File: src/rtl/dio_loader.sv
// Download-to-memory loader: buffers dio byte strobes in a small FIFO and
// replays them as single-outstanding memory write requests per image type.
module dio_loader #(
    parameter int             AW       = 21,
    parameter logic [AW-1:0]  ROM_BASE = 21'h000000,
    parameter logic [AW-1:0]  DCK_BASE = 21'h010000,
    parameter logic [AW-1:0]  TZX_BASE = 21'h100000,
    parameter int             DEPTH    = 4
) (
    input  logic          clock,
    input  logic          reset,
    input  logic          romE,
    input  logic          dckE,
    input  logic          tzxE,
    input  logic [26:0]   dioA,
    input  logic [7:0]    dioD,
    input  logic          dioW,
    output logic [AW-1:0] memA,
    output logic [7:0]    memD,
    output logic          memReq,
    input  logic          memAck,
    output logic          busy,
    output logic          ovf,
    output logic          romDone,
    output logic          dckDone,
    output logic          tzxDone,
    output logic [19:0]   tzxSize
);

    localparam int PW = $clog2(DEPTH);
    localparam int EW = AW + 8;

    typedef enum logic [1:0] {IDLE, LOAD, DRAIN, FINISH} state_t;
    typedef enum logic [1:0] {T_ROM, T_DCK, T_TZX} img_t;

    state_t state_q, state_d;
    img_t   type_q, type_d;

    logic [EW-1:0] fifo_q [DEPTH];
    logic [PW-1:0] wptr_q, rptr_q;
    logic [PW:0]   cnt_q;
    logic          memReq_q;
    logic [AW-1:0] memA_q;
    logic [7:0]    memD_q;
    logic          ovf_q;
    logic [19:0]   maxoff_q;
    logic [19:0]   tzxSize_q;

    logic          any_en, own_en, other_en, in_win, full;
    logic          push_try, push, drop, pop;
    logic [AW-1:0] base, push_addr;
    logic [19:0]   off_p1;

    always_comb begin
        any_en   = romE | dckE | tzxE;
        own_en   = 1'b0;
        other_en = 1'b0;
        in_win   = 1'b0;
        base     = ROM_BASE;
        case (type_q)
            T_ROM: begin
                own_en   = romE;
                other_en = dckE | tzxE;
                in_win   = dioA < 27'd24576;
                base     = ROM_BASE;
            end
            T_DCK: begin
                own_en   = dckE;
                other_en = romE | tzxE;
                in_win   = dioA < 27'h0040000;
                base     = DCK_BASE;
            end
            T_TZX: begin
                own_en   = tzxE;
                other_en = romE | dckE;
                in_win   = dioA < 27'h0080000;
                base     = TZX_BASE;
            end
            default: ;
        endcase
        push_addr = base + AW'(dioA);
        off_p1    = {1'b0, dioA[18:0]} + 20'd1;
        full      = cnt_q == (PW+1)'(DEPTH);
        // Only strobes under the latched enable in LOAD count; others vanish silently.
        push_try  = (state_q == LOAD) && dioW && own_en;
        push      = push_try && in_win && !full;
        drop      = push_try && !(in_win && !full);
        pop       = (cnt_q != '0) && !memReq_q;
    end

    always_comb begin
        state_d = state_q;
        type_d  = type_q;
        case (state_q)
            IDLE: if (any_en) begin
                state_d = LOAD;
                type_d  = romE ? T_ROM : (dckE ? T_DCK : T_TZX);
            end
            LOAD:   if (!own_en || other_en) state_d = DRAIN;
            DRAIN:  if ((cnt_q == '0) && !memReq_q) state_d = FINISH;
            FINISH: state_d = IDLE;
            default: state_d = IDLE;
        endcase
    end

    always_ff @(posedge clock or negedge reset) begin
        if (!reset) begin
            state_q   <= IDLE;
            type_q    <= T_ROM;
            wptr_q    <= '0;
            rptr_q    <= '0;
            cnt_q     <= '0;
            memReq_q  <= 1'b0;
            memA_q    <= '0;
            memD_q    <= '0;
            ovf_q     <= 1'b0;
            maxoff_q  <= '0;
            tzxSize_q <= '0;
        end else begin
            state_q <= state_d;
            type_q  <= type_d;
            if (push) wptr_q <= wptr_q + 1'b1;
            if (pop)  rptr_q <= rptr_q + 1'b1;
            case ({push, pop})
                2'b10:   cnt_q <= cnt_q + 1'b1;
                2'b01:   cnt_q <= cnt_q - 1'b1;
                default: ;
            endcase
            // Ack and pop are exclusive: a pop needs memReq low, an ack needs it high.
            if (memReq_q && memAck) begin
                memReq_q <= 1'b0;
            end else if (pop) begin
                memReq_q <= 1'b1;
                {memA_q, memD_q} <= fifo_q[rptr_q];
            end
            if ((state_q == IDLE) && any_en) begin
                ovf_q    <= 1'b0;
                maxoff_q <= '0;
            end else begin
                if (drop) ovf_q <= 1'b1;
                if (push && (off_p1 > maxoff_q)) maxoff_q <= off_p1;
            end
            if ((state_q == FINISH) && (type_q == T_TZX)) tzxSize_q <= maxoff_q;
        end
    end

    // Storage needs no reset; the pointers define what is valid.
    always_ff @(posedge clock) begin
        if (push) fifo_q[wptr_q] <= {push_addr, dioD};
    end

    assign memA    = memA_q;
    assign memD    = memD_q;
    assign memReq  = memReq_q;
    assign ovf     = ovf_q;
    assign busy    = state_q != IDLE;
    assign romDone = (state_q == FINISH) && (type_q == T_ROM);
    assign dckDone = (state_q == FINISH) && (type_q == T_DCK);
    assign tzxDone = (state_q == FINISH) && (type_q == T_TZX);
    assign tzxSize = tzxSize_q;

endmodule

File: config.mk
export PLATFORM = sky130hd
export DESIGN_NAME = dio_loader
export DESIGN_NICKNAME = d
export VERILOG_FILES = /design/src/rtl/dio_loader.sv
export SDC_FILE = /design/constraint.sdc
export NUM_CORES = 1
export LEC_CHECK = 0
export CORE_UTILIZATION = 55
export DETAILED_ROUTE_END_ITERATION = 10
export HOLD_SLACK_MARGIN = 0.1
export PLACE_DENSITY = 0.76
export SYNTH_ARGS = -nofsm -noshare
export SYNTH_HDL_FRONTEND = slang
export SYNTH_SLANG_ARGS = --single-unit
File: constraint.sdc
create_clock -name clock -period 3.5 [get_ports clock]
set_input_delay 0.875 -clock clock [delete_from_list [all_inputs] [get_ports clock]]
set_output_delay 0.875 -clock clock [all_outputs]
set_load 0.01 [all_outputs]
After elaboration in Yosys (flattened, before gate mapping)
Memories as Yosys holds them, arrays and structs flattened. A register that Yosys moved wholly into a read port is not among the register bits.
Cells that the tools add are included.
- add/sub/neg operators: 6
- magnitude comparators: 4
- eq/ne operators: 11
- multiplexer cells: 19
- bitwise gates (word level): 5
- reduce and logical (&&, ||, !) cells: 32
- operators with widths (kind ; count):
    21-bit case mux with 2 select lines ; 1
    20-bit two-way mux ; 2
    27-bit by 15-bit less-than comparator with 1-bit output, second input constant ; 1
    27-bit by 19-bit less-than comparator with 1-bit output, second input constant ; 1
    27-bit by 20-bit less-than comparator with 1-bit output, second input constant ; 1
    21-bit adder ; 1
    19-bit by 1-bit adder with 20-bit output, second input constant ; 1
    20-bit greater-than comparator ; 1
    1-bit logical AND ; 14
    2-bit two-way mux ; 5
    2-bit nonzero test ; 5
    1-bit case mux with 3 select lines ; 3
    2-bit equality test, second input constant ; 4
    2-bit case mux with 4 select lines ; 1
    2-bit by 1-bit equality test with 1-bit output, second input constant ; 3
    1-bit two-way mux ; 6
    3-bit case mux with 2 select lines ; 1
    1-bit zero test ; 5
    2-bit by 1-bit adder with 2-bit output, second input constant ; 2
    2-bit zero test ; 2
    2-bit != test, second input constant ; 2
    1-bit bitwise OR ; 4
    2-bit AND reduction ; 2
    3-bit by 1-bit adder with 3-bit output, second input constant ; 1
    other kinds (8) ; 8
- bits in registers: 53
- RAM bits: 116
- input port bits: 42
- output and inout port bits: 55
- logic and storage cells: 87
- memories kept: 1
- memories (name ; words ; width ; read ports ; clocked after Yosys merged registers in ; write ports ; RTL line ; text):
    fifo_q ; 4 ; 29 ; 1 ; 1 ; 1 ; 39 ; logic [EW-1:0] fifo_q [DEPTH];

Longest topological paths before layout
Gate-level depths: netlist (run 1).
- depth after elaboration: 8
- gate-level depth with buffers: 13
- depth with buffers taken out: 12

Worst setup path before layout (run 1)
No wires, ideal clock.
- path type: input -> register
- start: input dioA[0]
- end: register maxoff_q[10]
- setup time: 0.079 ns
- arrival: 3.479 ns
- required time: 3.421 ns
- setup slack: -0.058 ns
- cell stages on the path: 13
- path buffers: 1
- cells stage by stage: ha_1 nand4_1 nor3_1 nand3_1 xnor2_1 ha_1 nand4_1 nor4bb_1 a21boi_0 a211oi_2 nor2_4 buf_8 mux2i_1
- longest elaborated chain between the ends: 6
- elaborated cells on any way between the ends: 12
- classes of those cells: add/sub (1); order compare (4); mux (3); reduce/logical (4)
- RTL lines (item ; RTL line ; text):
    start, declared ; 15 ; input logic [26:0] dioA,
    parallel branches: the longest is 6 deep, another holds 19-bit by 1-bit adder with 20-bit output ; n/a ;
    end signal, assigned ; 141 ; if (push && (off_p1 > maxoff_q)) maxoff_q <= off_p1;
    end, declared ; 46 ; logic [19:0] maxoff_q;
Parallel ways; which one is timed is not known. The select of a mux whose other input is x is not followed.
A chain may end at the register's enable or synchronous reset.

Final worst setup path (run 1)
- start: input dioA[0]
- end: register maxoff_q[0]
Same word-level chain as after synthesis.

==> results by group, run 1 <==
Synth
  – Syn. warnings: 0
  – Most frequent cell after synthesis: edfxtp_1
  – EDFF count, synth: 116
  – Synth top area share: 40.30%
  – FFs w/ async S/R, synth: 41.41%
  – Syn_area_per_cell: 14.78 um2
  – Yosys reg bits: 198
  – Synth top area cells: edfxtp_1 40%, dfrtp_1 24%, mux4_2 7.6%, ha_1 4.6%, mux2_2 3.9%
  – Main flop type after synthesis: edfxtp_1
  – List of most frequent post-synthesis cells: 116 x edfxtp_1, 82 x dfrtp_1, 74 x nand2_1
  – Netlist cell types: 50
  – Post-synthesis adder-cell area fraction: 4.863%
  – Synth Area in XOR/XNOR: 2.736%
  – Mapped Area: 8645 um2
  – Synth Instances: 585
  – Main combinational cell family by area after synthesis: multiplexers
  – Area leader, netlist: edfxtp_1
  – Synth Area in Simple Gates: 8.149%
  – Register area share after synthesis: 64.03%
  – Post-synthesis compound-gate area fraction: 3.922%
  – Post-synthesis mux area share: 13.66%
  – Mapped Nets: 660

Power and ir drop
  – Peak supply drop: 0.5430 mV
  – Lkg Pwr: 4.346 nW
  – PwrDens: 617.2 nW/um2

Routing
  – DR pass1 iterations: 5
  – Via density: 5.461
  – Iter 0 DRT Violations: 315
  – DR vias: 5346
  – Wire per inst: 18.89 um
  – Final ANT Viol Nets: 0
  – Final WL: 18490 um
  – DRC: 0

Timing
  – Minimum clock period: 3.471 ns
  – Fin. Hold Viols: 0
  – Worst Skew: 0.008644 ns
  – Fin crit share: 99.16%
  – Slack of the critical path: 0.02948 ns
  – Final setup violation count: 0
  – Slew HR: 66.10%
  – Fin. max-slew vios: 0
  – Highest clock rate: 288.1 MHz
  – Min Hold Slack: 0.3783 ns
  – Worst-Margin Slew: 0.5085 ns

Run
  – Max_cap viols: 0

Critical path
  – Max stage delay on crit path: 0.39 ns
  – WS Path Type: in -> reg
  – Slowest cell on the critical path: nor4bb_2
  – Worst R2R Path Depth: 9
  – Critical-path cell list: clkbuf_2 > ha_2 > nand4_1 > nor3_2 > buf_4 > nand3_2 > xnor2_2 > ha_4 > nand4_1 > nor4bb_2 > a21boi_2 > a211oi_4 > buf_4 > or3_1 > a21oi_1
  – Worst EP required: 3.84 ns
  – CP Launch Point: dioA[0]
  – Critical Path Start Type: primary input
  – R2R Setup Slk: 0.80 ns
  – Worst EP arrival: 3.81 ns
  – Delay-heaviest family, CP: simple AND/OR/NAND/NOR gates
  – R2r startpoint: type_q[0]
  – WP depth: 15
  – Worst Path Buf+Inv: 3
  – Worst R2R End: cnt_q[1]
  – CP Capture Type: flop
  – Max FO, Critical Path: 5
  – CP endpoint: maxoff_q[0]

Status
  – Status: complete, no violations

CTS
  – TritonCTS clock tree: built
  – Sink Count: 198
  – CTS Buffer Depth: 2
  – Worst-path clk slew: 0.07 ns
  – Root Driver: clkbuf_16
  – Cts bufs inserted: 17
  – Hold bufs inserted after CTS: 0
  – Worst-skew pair later-pin latency: 0.44 ns
  – CTS H-Tree Depth: 4

GRT
  – Pin count of the biggest net entering global routing: 53
  – Overflow after GRT: 0
  – Vias in the first global route: 5642
  – Initial antenna violation count: 0
  – First-pass GRT wire length: 29700 um
  – Total global routing track utilization: 25.02%

Final layout
  – Layout fillers: 965
  – Fin area: 11180 um2
  – # diodes: 0
  – Multi-input gate area: 3043 um2
  – Area grow syn2layout: 29.37%
  – # nets final: 830
  – Share of layout cells above drive strength 1: 27.47%
  – Reg area: 5537 um2

Placed design
  – DP Worst Slack: -1.062 ns
  – Port bufs: 96
  – HPWL after DPL: 12740 um
  – GPL Wtd Cong: 0.8054
  – Placed Area: 10330 um2

Floorplanning
  – Die X-Extent: 127.4 um
  – Initial Util: 56.65%
  – I/O Pins: 97
  – Rows: 45
  – Die Y: 127.4 um
  – CORE AREA: 15260 um2
  – Die area: 16220 um2

Hold path
  – Hold Path Class: in -> async
==> cell usage in the layout (no fill, tap or decap), types with 6 or more instances in the layout <==
| cell type | count |
|---|---|
| a21oi_1 | 10 |
| and2_1 | 6 |
| buf_12 | 9 |
| buf_4 | 66 |
| clkbuf_16 | 17 |
| clkbuf_2 | 10 |
| clkdlybuf4s50_1 | 79 |
| dfrtp_1 | 81 |
| dlymetal6s2s_1 | 6 |
| edfxtp_1 | 116 |
| ha_1 | 29 |
| inv_1 | 32 |
| mux2_2 | 30 |
| mux2i_1 | 18 |
| mux4_2 | 29 |
| nand2_1 | 72 |
| nand3_1 | 8 |
| nor2_1 | 13 |
| o21ai_0 | 27 |
| xnor2_1 | 10 |
| xor2_1 | 12 |
==> state kept, by name, indices dropped and copies added, names as in the netlist <==
signal / flops
fifo_q: 116
memA: 21
maxoff_q: 20
tzxSize: 20
memD: 8
cnt_q: 3
rptr_q: 2
state_q: 2
type_q: 2
wptr_q: 2
memReq: 1
ovf: 1
==> routing by layer <==
metal,vias up,track usage [%],part of all wire [%]
li1,2481,-,-
met1,2687,32.30,44
met2,151,42.24,51
met3,27,4.229,3.9
met4,0,10.57,1.6
met5,-,0,0
==> final cells by class <==
cell class                      count  area share (%)
Clock buffer                       17           3.804
Clock inverter                     15           1.365
Inverter                           32           1.074
Multi-Input combinational cell    333           27.21
Sequential cell                   198           49.51
Tap cell                          211           2.361
Timing Repair Buffer              173           14.68
==> worst min-delay path by stage <==
stage           startpoint     endpoint  depth (start not counted)
5_1_grt              reset     memA[12]                          1
6_report             reset     memA[12]                          1
4_1_cts              reset     memA[12]                          1
3_3_place_gp   tzxSize[18]  tzxSize[18]                          2
2_1_floorplan     cnt_q[2]     cnt_q[2]                          1
3_5_place_dp    tzxSize[0]   tzxSize[0]                          2
==> through the flow <==
stage	setup TNS (ns)	util, %	instances	power (mW)
after floorplan	0	-	585	4.229
after global placement	-15.69	67.68	932	4.996
after detailed placement	-19.57	67.68	932	5.068
after CTS	0	72.58	975	6.942
after global routing	-0.1210	73.29	979	7.238
final	0	73.29	979	6.903
==> kinds of logic after synthesis <==
| group | Yosys count |
|---|---|
| compound gates | 51 |
| xor+xnor | 27 |
| fa+ha+maj | 33 |
| buf+inv | 54 |
| flops | 198 |
| mux | 78 |
| simple gates | 144 |
==> repair_timing <==
action / 4_1_cts / 5_1_grt
resized for setup: 25 / 39
cloned: 1 / 0
buffers inserted: 10 / 4
setup endpoints to repair: 20 / 20
pin swaps: 11 / 13
endpoints found under the hold margin: 0 / 0
==> where the power goes <==
| part | leakage, nW | total, mW | internal [mW] | switching [mW] |
|---|---|---|---|---|
| clock network | 0.280 | 1.88 | 0.997 | 0.883 |
| registers | 2.09 | 2.98 | 2.74 | 0.240 |
| logic | 1.98 | 2.04 | 1.15 | 0.891 |
(Power assumes the default switching activity.)
==> inputs of run 2 (changes only) <==
Clock period 3.5 ns to 4.4 ns, I/O delays scaled along.
==> run 2 against run 1 <==
Count of clock-buffer cells in the layout grew 4. Utilization down 3.1 points. Final cell count fell by 3.1%. Die area is the same. Clock power fell by 19%.
==> results by group, run 2 (same netlist as run 1, synthesis figures left out) <==
Critical path
  – Max FO, Critical Path: 5 (unchanged)
  – Critical Path Start Type: primary input
  – WS Path Type: in -> reg
  – Worst EP required: 4.75 ns (+0.91 ns)
  – Worst EP arrival: 4.50 ns (+0.69 ns)
  – CP Launch Point: dioA[0]
  – R2R Setup Slk: 1.87 ns (+1.07 ns)
  – R2r startpoint: type_q[1]
  – CP Capture Type: flop

Power and ir drop
  – Lkg Pwr: 4.072 nW (-6.3%)
  – PwrDens: 510.2 nW/um2 (-17%)
  – Peak supply drop: 0.2473 mV (-54%)

Floorplanning
  – CORE AREA: 15260 um2 (unchanged)
  – Initial Util: 56.65% (unchanged)
  – Die area: 16220 um2 (unchanged)
  – Die X-Extent: 127.4 um (unchanged)
  – Die Y: 127.4 um (unchanged)
  – I/O Pins: 97 (unchanged)
  – Rows: 45 (unchanged)

GRT
  – Initial antenna violation count: 0 (unchanged)
  – First-pass GRT wire length: 27500 um (-7.4%)
  – Total global routing track utilization: 22.86% (-2.2 points)
  – Vias in the first global route: 5350 (-5.2%)
  – Overflow after GRT: 0 (unchanged)
  – Pin count of the biggest net entering global routing: 57 (+7.5%)

CTS
  – Sink Count: 198 (unchanged)
  – Root Driver: clkbuf_16
  – Worst-path clk slew: 0.07 ns (about the same)
  – TritonCTS clock tree: built
  – CTS H-Tree Depth: 4 (unchanged)
  – Hold bufs inserted after CTS: 0 (unchanged)
  – CTS Buffer Depth: 2 (unchanged)
  – Worst-skew pair later-pin latency: 0.43 ns (about the same)
  – Cts bufs inserted: 17 (unchanged)

Routing
  – DR vias: 5173 (-3.2%)
  – Final WL: 17160 um (-7.2%)
  – DR pass1 iterations: 4 (-1)
  – DRC: 0 (unchanged)
  – Iter 0 DRT Violations: 304 (-3.5%)
  – Via density: 5.451 (-0.18%)
  – Wire per inst: 18.09 um (-4.2%)
  – Final ANT Viol Nets: 0 (unchanged)

Timing
  – Fin. Hold Viols: 0 (unchanged)
  – RSZ-0062 raised after global routing: no
  – Worst Skew: 0.008902 ns (+0.0002578 ns)
  – Minimum clock period: 4.147 ns
  – Slack of the critical path: 0.2531 ns (+0.2236 ns)
  – Slew HR: 29.25% (-37 points)
  – Min Hold Slack: 0.4850 ns (+0.1068 ns)
  – Worst-Margin Slew: 1.061 ns (+0.5527 ns)
  – Fin crit share: 94.25%
  – Fin. max-slew vios: 0 (unchanged)
  – Highest clock rate: 241.1 MHz
  – Setup_tns: 0 ns (unchanged)
  – Final setup violation count: 0 (unchanged)

Placed design
  – HPWL after DPL: 11830 um (-7.2%)
  – DP Worst Slack: -0.2652 ns (+0.7972 ns)
  – GPL Wtd Cong: 0.8131 (+0.96%)
  – Placed cell count: 915 (-1.8%)
  – Port bufs: 96 (unchanged)

Final layout
  – Most common cell after layout, fill and taps aside: edfxtp_1
  – Most frequent cells in the layout: 116 x edfxtp_1, 95 x clkdlybuf4s50_1, 81 x dfrtp_1, 74 x nand2_1, 46 x buf_4
  – # nets final: 799 (-3.7%)
  – Finished Layout Cells: 949 (-3.1%)
  – Top reg by flops: fifo_q
  – Area grow syn2layout: 23.90%
  – Max reg flops: 116 (unchanged)
  – Share of layout cells above drive strength 1: 19.67% (-7.8 points)

Run
  – Max_cap viols: 0 (unchanged)

Hold path
  – Hold Path Class: reg -> reg
  – Hold_sp: tzxSize[0]

Status
  – Status: complete, no violations
-- run 2: cell count changes in the layout (fill, tap and decap cells not counted), sizes merged --
cell	change
clkdlybuf4s50	+16
clkinvlp	-1
bufinv	+1
inv	+1
diode	+1
buf	-31
clkbuf	-6
dlymetal6s2s	-6
clkinv	-5
-- run 2: worst paths after layout --
kind,to,cells after the start
worst max-delay path,maxoff_q[19],15
worst min-delay path,tzxSize[0],2
worst max register to register,cnt_q[2],11
worst min register to register,tzxSize[0],2
max in group asynchronous,tzxSize[13],2
min in group asynchronous,memD[7],1
-- run 2: critical path: stages --
cell             delay [ns]
clkdlybuf4s50_1        0.55
ha_1                   0.20
nand4_1                0.12
nor3_1                 0.17
buf_4                  0.17
nand3_1                0.09
xnor2_1                0.17
ha_1                   0.36
nand4_1                0.12
nor4bb_1               0.35
a21boi_0               0.31
a211oi_2               0.10
buf_4                  0.15
or4_1                  0.40
a21oi_1                0.13
-- run 2: area by class of cell --
cell class | count | area (um2)
Tap cell | 211 | 264.0
Clock buffer | 21 | 460.4
Inverter | 32 | 120.1
Timing Repair Buffer | 142 | 1316
Antenna cell | 1 | 2.502
Multi-Input combinational cell | 333 | 2889
Fill cell | 1003 | 4548
Clock inverter | 11 | 121.4
Sequential cell | 198 | 5537
-- run 2: report_power, final --
part / switching, mW / internal (mW)
clock network: 0.650 / 0.869
registers: 0.250 / 2.18
logic: 0.627 / 0.890
-- run 2: layer usage --
layer | track usage, % | up-vias | wire length [um]
met5 | 0 | - | 0
met4 | 8.193 | 0 | 308
met3 | 4.146 | 25 | 712
met2 | 38.70 | 134 | 8634
met1 | 29.84 | 2585 | 7508
li1 | - | 2429 | -
-- run 2: through the flow --
| stage | power [mW] | area (um2) | utilization [%] |
|---|---|---|---|
| after floorplan | 3.364 | 8645 | - |
| after CTS | 5.520 | 10690 | 70.05 |
| after detailed placement | 4.007 | 10110 | 66.23 |
| after global routing | 5.718 | 10710 | 70.18 |
| after global placement | 3.941 | 10110 | 66.23 |
| final | 5.464 | 10710 | 70.19 |
-- run 2: what timing repair did --
item                                    CTS  global route
buffers inserted                          0             1
endpoints found under the setup margin    0            18
resized for setup                         0             0
==> inputs of run 3 (changes only) <==
Settings changed: PLACE_DENSITY 0.76 to 0.78.
==> run 3 against run 2 <==
Critical path depth unchanged. Die area unchanged. Sequential cell count unchanged. Highest routed layer unchanged. First-iteration DRC count increased by 2.0%. Critical path type unchanged. Power increased by 1.1%. Global-route usage decreased by 0.35 points. Final cell count decreased by 0.63%. Largest cell class unchanged.
==> results by group, run 3 (same netlist as run 1, synthesis figures left out) <==
Status
  – Status: complete, no violations

Critical path
  – Max stage delay on crit path: 0.53 ns (-0.02 ns)
  – Worst EP arrival: 4.48 ns (-0.02 ns)
  – Critical Path Start Type: primary input
  – CP Capture Type: flop
  – Delay-heaviest family, CP: simple AND/OR/NAND/NOR gates
  – R2r startpoint: type_q[1]
  – Critical-path cell list: clkdlybuf4s50_1 > ha_1 > nand4_1 > nor3_1 > buf_4 > nand3_1 > xnor2_1 > ha_1 > nand4_1 > nor4bb_1 > a21boi_0 > a211oi_2 > buf_4 > or4_1 > a21oi_1
  – Worst R2R End: cnt_q[2]
  – R2R Setup Slk: 1.78 ns (-0.09 ns)
  – Slowest cell on the critical path: clkdlybuf4s50_1
  – WS Path Type: in -> reg
  – Worst Path Buf+Inv: 3 (unchanged)
  – Worst R2R Path Depth: 11 (unchanged)
  – Worst EP required: 4.75 ns (about the same)
  – Max FO, Critical Path: 5 (unchanged)

Final layout
  – # diodes: 0 (-1)
  – Most frequent cells in the layout: 116 x edfxtp_1, 95 x clkdlybuf4s50_1, 81 x dfrtp_1, 74 x nand2_1, 37 x buf_4
  – Share of layout cells above drive strength 1: 19.13% (-0.55 points)
  – Most common cell after layout, fill and taps aside: edfxtp_1
  – Area grow syn2layout: 24.27%
  – Top reg by flops: fifo_q
  – Layout fillers: 1027 (+2.4%)
  – # nets final: 794 (-0.63%)
  – Max reg flops: 116 (unchanged)
  – Finished Layout Cells: 943 (-0.63%)

Floorplanning
  – CORE AREA: 15260 um2 (unchanged)
  – I/O Pins: 97 (unchanged)
  – Initial Util: 56.65% (unchanged)
  – Die area: 16220 um2 (unchanged)
  – Die X-Extent: 127.4 um (unchanged)
  – Rows: 45 (unchanged)
  – Die Y: 127.4 um (unchanged)

Hold path
  – Hold endpoint: tzxSize[9]
  – Hold_sp: tzxSize[9]
  – Hold path cells: 2 (unchanged)
  – Hold Path Class: reg -> reg

Routing
  – Final ANT Viol Nets: 0 (unchanged)
  – DR vias: 5165 (-0.15%)
  – Via density: 5.477 (+0.48%)
  – Iter 0 DRT Violations: 310 (+2.0%)
  – DRC: 0 (unchanged)
  – Final WL: 17130 um (-0.22%)
  – Wire per inst: 18.16 um (+0.41%)
  – DR pass1 iterations: 4 (unchanged)

Power and ir drop
  – Clock power frac: 28.6% (+0.8 points)
  – Lkg Pwr: 4.055 nW (-0.42%)
  – PwrDens: 514.0 nW/um2 (+0.76%)
  – Sequential power share: 44.0% (-0.4 points)
  – Psw: 1.551 mW (+1.6%)
  – Internal power: 3.971 mW (+0.85%)
  – Sw frac: 28.09% (+0.16 points)
  – Total power draw: 5.522 mW (+1.1%)
  – Peak supply drop: 0.2963 mV (+20%)
  – Comb pwr share: 27.4% (-0.4 points)

Timing
  – Worst-Margin Slew: 1.107 ns (+0.04620 ns)
  – Worst Skew: 0.009416 ns (+0.0005140 ns)
  – RSZ-0062 raised after global routing: no
  – Final setup violation count: 0 (unchanged)
  – Fin. Hold Viols: 0 (unchanged)
  – Fin. max-slew vios: 0 (unchanged)
  – Minimum clock period: 4.135 ns (-0.01140 ns)
  – Slew HR: 26.17% (-3.1 points)
  – Fin crit share: 93.99% (-0.26 points)
  – Highest clock rate: 241.8 MHz (+0.28%)

CTS
  – Cts bufs inserted: 17 (unchanged)
  – Root Driver: clkbuf_16
  – Worst-path clk slew: 0.07 ns (about the same)
  – CTS H-Tree Depth: 4 (unchanged)
  – TritonCTS clock tree: built
  – Quantity of gates resized following cts: 0 (unchanged)
  – CTS Buffer Depth: 2 (unchanged)
  – Worst-skew pair later-pin latency: 0.43 ns (about the same)
  – Sink Count: 198 (unchanged)

Placed design
  – GPL Wtd Cong: 0.8561 (+5.3%)
  – Port bufs: 96 (unchanged)
  – Placed cell count: 910 (-0.55%)
  – HPWL after DPL: 11370 um (-3.9%)

GRT
  – Vias in the first global route: 5291 (-1.1%)
  – Overflow after GRT: 0 (unchanged)
  – Pin count of the biggest net entering global routing: 83 (+46%)
  – Initial antenna violation count: 0 (unchanged)
  – Total global routing track utilization: 22.51% (-0.35 points)
  – First-pass GRT wire length: 27200 um (-1.1%)

Run
  – Max_cap viols: 0 (unchanged)
==> run 3: cell count changes in the layout (fill, tap and decap cells not counted), moves of 2 or more <==
cell,change
buf_4,-9
buf_12,+4
clkinv_2,-3
clkbuf_8,-2
clkinvlp_4,+2
==> run 3: worst max-delay path by stage <==
stage | from | slack (ns) | to | cells past startpoint
detailed placement | dioA[1] | -0.27 | maxoff_q[12] | 14
finish | dioA[1] | 0.26 | maxoff_q[19] | 15
CTS | dioA[1] | 0.18 | maxoff_q[12] | 14
global route | dioA[1] | 0.09 | maxoff_q[19] | 14
global placement | dioA[0] | -0.18 | maxoff_q[15] | 13
floorplan | dioA[0] | 0.62 | maxoff_q[10] | 13
==> run 3: timing repair <==
action	in CTS	in global routing
hold buffers	0	0
endpoints found under the setup margin	0	18
buffers inserted	0	1
==> run 3: metrics by stage <==
step	instance area [um2]	worst slack, ns	hold WS, ns	util, %	setup TNS [ns]
after floorplan	8645	0.6171	0.4570	-	0
after global placement	10120	-0.1767	0.4625	66.31	-3.179
after detailed placement	10120	-0.2668	0.4742	66.31	-4.613
after CTS	10720	0.1778	0.4937	70.27	0
after global routing	10740	0.08862	0.5196	70.41	0
final	10740	0.2645	0.4883	70.41	0
==> run 3: cell type report <==
| type | count | area [um2] | share of cell area, % |
|---|---|---|---|
| clock buffer | 18 | 429.2 | 3.995 |
| multi-input combinational | 333 | 2889 | 26.89 |
| tap | 211 | 264.0 | 2.457 |
| sequential | 198 | 5537 | 51.54 |
| timing repair buffer | 137 | 1329 | 12.37 |
| clock inverter | 14 | 175.2 | 1.631 |
| inverter | 32 | 120.1 | 1.118 |
==> run 3: metal layers <==
layer | vias up | part of all wire, % | track usage, %
met2 | 133 | 51 | 37.64
met1 | 2618 | 43 | 29.59
met4 | 0 | 0.67 | 7.353
met5 | - | 0 | 0
met3 | 11 | 5.2 | 4.816
li1 | 2403 | - | -
==> run 3: power by group through the flow <==
stage / Clock, mW / Combinational, mW / Sequential, mW
floorplan: 0 / 0.980 / 2.38
global placement: 0 / 1.47 / 2.47
detailed placement: 0 / 1.52 / 2.48
CTS: 1.60 / 1.53 / 2.44
global route: 1.67 / 1.64 / 2.47
finish: 1.58 / 1.51 / 2.43
==> run 3: worst register-to-register path: cells and delay by family, from the launching register on <==
kind                     cells  cell delay, ns
XOR/XNOR                     2            0.29
flip-flops                   1            0.61
adder cells (fa/ha/maj)      2            0.41
buffers and inverters        2            0.14
AO/OA/AOI/OAI                2            0.51
AND/OR/NAND/NOR              3            0.55
